**src/rtl/alu_arbiter.sv**
```systemverilog
// rtl/alu_arbiter.sv - round-robin arbiter sharing one ALU between two requesters
//
// alu: combinational N-bit ALU.
//   a, b      operands
//   opcode    0 add, 1 sub, 2 and, 3 or, 4 xor, 5 shl, 6 shr, 7 sar, 8 not a, 9 pass b
//   y         result (0 for opcodes 10..15)
//   flags     {z, c, n, v}; c is carry for add, borrow for sub, shifted-out bit for shifts
//
// alu_arbiter: two valid/ready request channels feed one ALU; each requester gets
// its result back on its own valid/ready response channel.
//   clk, rst                  clock, asynchronous active-high reset
//   reqX_valid/ready          request handshake (ready is combinational on valid)
//   reqX_a, reqX_b, reqX_opcode  request payload
//   rspX_valid/ready          response handshake
//   rspX_y, rspX_flags, rspX_err  result, {z,c,n,v}, illegal-opcode marker

module alu #(
    parameter int PARAM_WIDTH = 8
) (
    input  logic [PARAM_WIDTH-1:0] a,
    input  logic [PARAM_WIDTH-1:0] b,
    input  logic [3:0]             opcode,
    output logic [PARAM_WIDTH-1:0] y,
    output logic [3:0]             flags
);
    localparam int W = PARAM_WIDTH;

    logic c;
    logic v;

    always_comb begin
        y = '0;
        c = 1'b0;
        v = 1'b0;
        case (opcode)
            4'd0: begin
                {c, y} = {1'b0, a} + {1'b0, b};
                v = (a[W-1] == b[W-1]) && (y[W-1] != a[W-1]);
            end
            4'd1: begin
                // Top bit of the widened difference is the borrow.
                {c, y} = {1'b0, a} - {1'b0, b};
                v = (a[W-1] != b[W-1]) && (y[W-1] != a[W-1]);
            end
            4'd2: y = a & b;
            4'd3: y = a | b;
            4'd4: y = a ^ b;
            4'd5: {c, y} = {a, 1'b0};
            4'd6: {y, c} = {1'b0, a};
            4'd7: {y, c} = {a[W-1], a};
            4'd8: y = ~a;
            4'd9: y = b;
            default: y = '0;
        endcase
    end

    assign flags = {(y == '0), c, y[W-1], v};
endmodule

module alu_arbiter #(
    parameter int N = 8
) (
    input  logic         clk,
    input  logic         rst,
    input  logic         req0_valid,
    output logic         req0_ready,
    input  logic [N-1:0] req0_a,
    input  logic [N-1:0] req0_b,
    input  logic [3:0]   req0_opcode,
    input  logic         req1_valid,
    output logic         req1_ready,
    input  logic [N-1:0] req1_a,
    input  logic [N-1:0] req1_b,
    input  logic [3:0]   req1_opcode,
    output logic         rsp0_valid,
    input  logic         rsp0_ready,
    output logic [N-1:0] rsp0_y,
    output logic [3:0]   rsp0_flags,
    output logic         rsp0_err,
    output logic         rsp1_valid,
    input  logic         rsp1_ready,
    output logic [N-1:0] rsp1_y,
    output logic [3:0]   rsp1_flags,
    output logic         rsp1_err
);
    typedef enum logic [1:0] {IDLE, EXEC, RESP} state_t;

    state_t       state;
    logic         last_grant;
    logic         gnt_id;
    logic         grant;
    logic [N-1:0] lat_a;
    logic [N-1:0] lat_b;
    logic [3:0]   lat_op;
    logic [N-1:0] alu_y;
    logic [3:0]   alu_flags;
    logic         op_legal;

    alu #(.PARAM_WIDTH(N)) u_alu (
        .a      (lat_a),
        .b      (lat_b),
        .opcode (lat_op),
        .y      (alu_y),
        .flags  (alu_flags)
    );

    // With both requesting, the one not served last wins; otherwise whoever asks.
    assign grant    = (req0_valid && req1_valid) ? ~last_grant : req1_valid;
    assign op_legal = (lat_op < 4'd10);

    assign req0_ready = !rst && (state == IDLE) && req0_valid && !grant;
    assign req1_ready = !rst && (state == IDLE) && req1_valid && grant;

    always_ff @(posedge clk or posedge rst) begin
        if (rst) begin
            state      <= IDLE;
            last_grant <= 1'b1;
            gnt_id     <= 1'b0;
            lat_a      <= '0;
            lat_b      <= '0;
            lat_op     <= '0;
            rsp0_valid <= 1'b0;
            rsp0_y     <= '0;
            rsp0_flags <= '0;
            rsp0_err   <= 1'b0;
            rsp1_valid <= 1'b0;
            rsp1_y     <= '0;
            rsp1_flags <= '0;
            rsp1_err   <= 1'b0;
        end else begin
            case (state)
                IDLE: begin
                    if (req0_valid || req1_valid) begin
                        lat_a      <= grant ? req1_a      : req0_a;
                        lat_b      <= grant ? req1_b      : req0_b;
                        lat_op     <= grant ? req1_opcode : req0_opcode;
                        gnt_id     <= grant;
                        last_grant <= grant;
                        state      <= EXEC;
                    end
                end
                EXEC: begin
                    // Illegal opcodes return zero result and flags, ALU output unused.
                    if (!gnt_id) begin
                        rsp0_valid <= 1'b1;
                        rsp0_y     <= op_legal ? alu_y : '0;
                        rsp0_flags <= op_legal ? alu_flags : 4'b0000;
                        rsp0_err   <= !op_legal;
                    end else begin
                        rsp1_valid <= 1'b1;
                        rsp1_y     <= op_legal ? alu_y : '0;
                        rsp1_flags <= op_legal ? alu_flags : 4'b0000;
                        rsp1_err   <= !op_legal;
                    end
                    state <= RESP;
                end
                RESP: begin
                    // Payload is cleared on consumption so an idle channel always reads zero.
                    if (!gnt_id && rsp0_ready) begin
                        rsp0_valid <= 1'b0;
                        rsp0_y     <= '0;
                        rsp0_flags <= '0;
                        rsp0_err   <= 1'b0;
                        state      <= IDLE;
                    end else if (gnt_id && rsp1_ready) begin
                        rsp1_valid <= 1'b0;
                        rsp1_y     <= '0;
                        rsp1_flags <= '0;
                        rsp1_err   <= 1'b0;
                        state      <= IDLE;
                    end
                end
                default: state <= IDLE;
            endcase
        end
    end
endmodule

```
**config.mk**
```make
export PLATFORM = sky130hd
export DESIGN_NAME = alu_arbiter
export DESIGN_NICKNAME = d
export VERILOG_FILES = /design/src/rtl/alu_arbiter.sv
export SDC_FILE = /design/constraint.sdc
export NUM_CORES = 1
export LEC_CHECK = 0
export CORE_MARGIN = 1.5
export CORE_UTILIZATION = 48
export DETAILED_ROUTE_END_ITERATION = 16
export HOLD_SLACK_MARGIN = 0.03
export PLACE_DENSITY = 0.78
export SLEW_MARGIN = 25
export SYNTH_ARGS = -nofsm -noshare
export SYNTH_HDL_FRONTEND = slang
export SYNTH_SLANG_ARGS = --single-unit
```
**constraint.sdc**
```tcl
create_clock -name clk -period 2.6 [get_ports clk]
set_input_delay 0.39 -clock clk [delete_from_list [all_inputs] [get_ports clk]]
set_output_delay 0.39 -clock clk [all_outputs]
set_load 0.005 [all_outputs]
```
==> flow_metrics.py <==
metrics = {
    "clock_network": {
        "cts-root-buf": "clkbuf_8",
        "path_clk_slew_ns": 0.11,
        "clock_latency_ns": 0.31,
        "htreeDepth": 2,
        "ctsHoldBuffers": 0,
        "cts_tree": "built",
        "cts_sinks": 50,
        "cts_buffers": 5,
        "ctsLongestPathBuffers": 2,
    },
    "die": {
        "rows": 32,
        "ios": 76,
        "dieArea_sq_um": 8600,
        "die-width_microns": 92.7,
        "die_height_microns": 92.7,
        "start_util": 0.497,
        "coreArea_sq_um": 7770,
    },
    "job": {
        "maxCapViolations": 0,
    },
    "timing": {
        "fin_crit_ns": 2.58,
        "hold_ws_ns": 0.488,
        "fin_crit_sh": 0.993,
        "finalHoldViolations": 0,
        "rsz0062_at_grt": "yes",
        "relSlewSlack": 0.565,
        "max_freq_ghz": 0.387,
        "timing.final.ws_setup_ns": 0.0180,
        "fin_skew_ns": 0.00593,
        "finalMaxSlewViolations": 0,
        "finalSetupViolCount": 0,
        "worst_pin_slew_ns": 0.648,
    },
    "yosys": {
        "synth_edf_count": 0,
        "ys_ff_latch": 50,
        "syn-cell-area_sq_um": 3860,
        "syn_area_per_cell_sq_um": 9.07,
        "ys_types": 74,
        "synthCells": 426,
        "ys_seq_area_frac": 0.324,
        "yosys_warnings": 0,
        "synth_flop_cell": "dfrtp_1",
        "synth_nets": 500,
        "ys_async_sr_fraction": 1.00,
    },
    "setup_path": {
        "rr_startpoint": "lat_b[0]",
        "startpoint_type": "register",
        "reg2reg_depth": 9,
        "crit_start": "lat_b[0]",
        "criticalPathCategory": "reg2reg",
        "arrival_ns": 2.81,
        "reg2reg_slack_ns": 0.02,
        "end_kind": "register",
        "critPathCapture": "rsp1_flags[3]",
        "crit_fanout": 3,
        "worstPathRequired_ns": 2.83,
        "r2r_end": "rsp1_flags[3]",
    },
    "routing": {
        "wl_per_cell_microns": 18.0,
        "vias": 3914,
        "antenna_left": 0,
        "firstDrtPassIters": 5,
        "dr.first_iter.drc_count": 286,
        "drc": 0,
        "routed_wl_microns": 12000,
        "via_per_inst": 5.88,
    },
    "power": {
        "p_clk_frac": 0.065,
        "swShare": 0.465,
        "powerDensity_nw_per_um2": 1390,
        "p_comb_frac": 0.748,
        "intPower_w": 0.00410,
        "seq_power_share": 0.187,
        "leakage_nw": 2.41,
        "fin_total_pwr_w": 0.00766,
        "switchingPower_w": 0.00356,
        "ir_drop_v": 0.000590,
    },
    "grt": {
        "grt_pass1_wl_microns": 19400,
        "grt_usage": 0.287,
        "antenna_found_initial": 0,
        "gr-total-overflow": 0,
        "grt_pass1_vias": 3787,
        "grt_max_degree": 51,
    },
    "outcome": {
        "status": "finished clean",
    },
    "placed_design": {
        "pre_cts_ws_ns": -0.135,
        "placed_cell_area_sq_um": 5130,
        "dp_hpwl_microns": 9170,
        "gp_congestion": 0.996,
        "io_buffers": 75,
    },
    "cells_and_area": {
        "antenna_cells": 0,
        "nets": 637,
        "layout-drive-gt1-share": 0.259,
        "design_area_sq_um": 5510,
        "layout_commonest_cell": "buf_4",
        "areaGrowthSynthToFinish_pct": 42.6,
        "layout_common_cells": "buf_4, clkdlybuf4s50_1, dfrtp_1",
    },
    "min_path": {
        "hold_path.class": "reg2reg",
        "hp-start": "rsp1_flags[2]",
    },
}
-- worst max-delay path, cell delays in order, from the launching register on --
cell and delay [ns]:
dfrtp_2 0.46, ha_4 0.18, fa_2 0.40, o21bai_4 0.20, a21oi_1 0.11, a221o_1 0.31, a211o_1 0.31, nor2_2 0.17
nand4b_4 0.14, o31ai_4 0.22
-- routing by layer --
metal  vias to the layer above  part of all wire  GRT usage
li1                       1847                 -          -
met1                      1893              0.42      0.371
met2                       143              0.51      0.505
met3                        31             0.048     0.0353
met4                         0             0.022     0.0720
met5                         -                 0          0
-- synthesized netlist by cell type, drive strengths merged, types with 3 or more instances --
cell type | n | area, sq um
a21boi | 3 | 22.5
o21a | 3 | 22.5
a22o | 13 | 116
a31oi | 7 | 43.8
xnor2 | 3 | 26.3
buf | 15 | 114
o31ai | 7 | 57.6
a2111oi | 4 | 53.8
dfrtp | 49 | 1230
inv | 28 | 105
nor3b | 4 | 30.0
a32oi | 5 | 43.8
o21ai | 22 | 110
ha | 26 | 325
a22oi | 3 | 22.5
o2bb2ai | 3 | 26.3
nand2b | 4 | 25.0
nand2 | 27 | 101
a211oi | 3 | 22.5
nor2b | 13 | 81.3
a2bb2oi | 3 | 26.3
nor3 | 9 | 50.1
nand3 | 5 | 25.0
mux2i | 25 | 250
o22ai | 4 | 25.0
nor2 | 37 | 141
and3 | 3 | 18.8
a21oi | 33 | 165
o211ai | 3 | 22.5
clkbuf | 14 | 62.6
or4bb | 3 | 33.8
-- worst min-delay path by stage --
stage	to	depth (start not counted)
floorplan	last_grant	1
global placement	rsp1_err	2
detailed placement	rsp1_flags[2]	2
CTS	rsp1_flags[2]	2
global route	rsp1_flags[2]	2
finish	rsp1_flags[2]	2
-- flip-flops by register name, summed over array words and instances (netlist names) --
signal      count
rsp0_err        1
lat_b           8
state           2
rsp1_y          7
lat_op          4
rsp1_valid      1
rsp1_flags      4
rsp1_err        1
rsp0_flags      4
rsp0_valid      1
lat_a           8
gnt_id          1
last_grant      1
rsp0_y          7
-- power groups by stage --
stage | Clock (W) | Sequential, W | Combinational [W]
floorplan | 0 | 0.00138 | 0.00308
detailed placement | 0 | 0.00143 | 0.00505
CTS | 0.000500 | 0.00142 | 0.00530
global route | 0.000538 | 0.00148 | 0.00621
finish | 0.000498 | 0.00143 | 0.00573
global placement | 0 | 0.00140 | 0.00495
-- final cells by class --
class                      count  area [sq um]
inverter                      28           105
sequential                    50          1260
multi-input combinational    319          2520
timing repair buffer         159          1410
fill                         598          2260
tap                          102           128
clock buffer                   5          68.8
clock inverter                 3          23.8
-- timing repair --
item / in CTS / in global routing
buffers inserted: 5 / 7
resized for setup: 18 / 24
setup endpoints to repair: 7 / 10
pin swaps: 14 / 12
-- cells by family after synthesis --
logic type | count (synthesis) | synth area share
fa+ha+maj | 28 | 0.0946
simple gates | 125 | 0.180
xor+xnor | 3 | 0.00680
flops | 50 | 0.324
compound gates | 138 | 0.257
mux | 25 | 0.0648
buf+inv | 57 | 0.0729
-- metrics by stage --
step / std cells / util / setup TNS [ns]
6_report: 666 / 0.710 / 0
5_1_grt: 666 / 0.710 / -0.579
4_1_cts: 659 / 0.688 / 0
3_5_place_dp: 646 / 0.661 / -0.441
3_3_place_gp: 646 / 0.661 / -0.0891
2_1_floorplan: 426 / - / 0
Power figures use the tool's default switching activity.
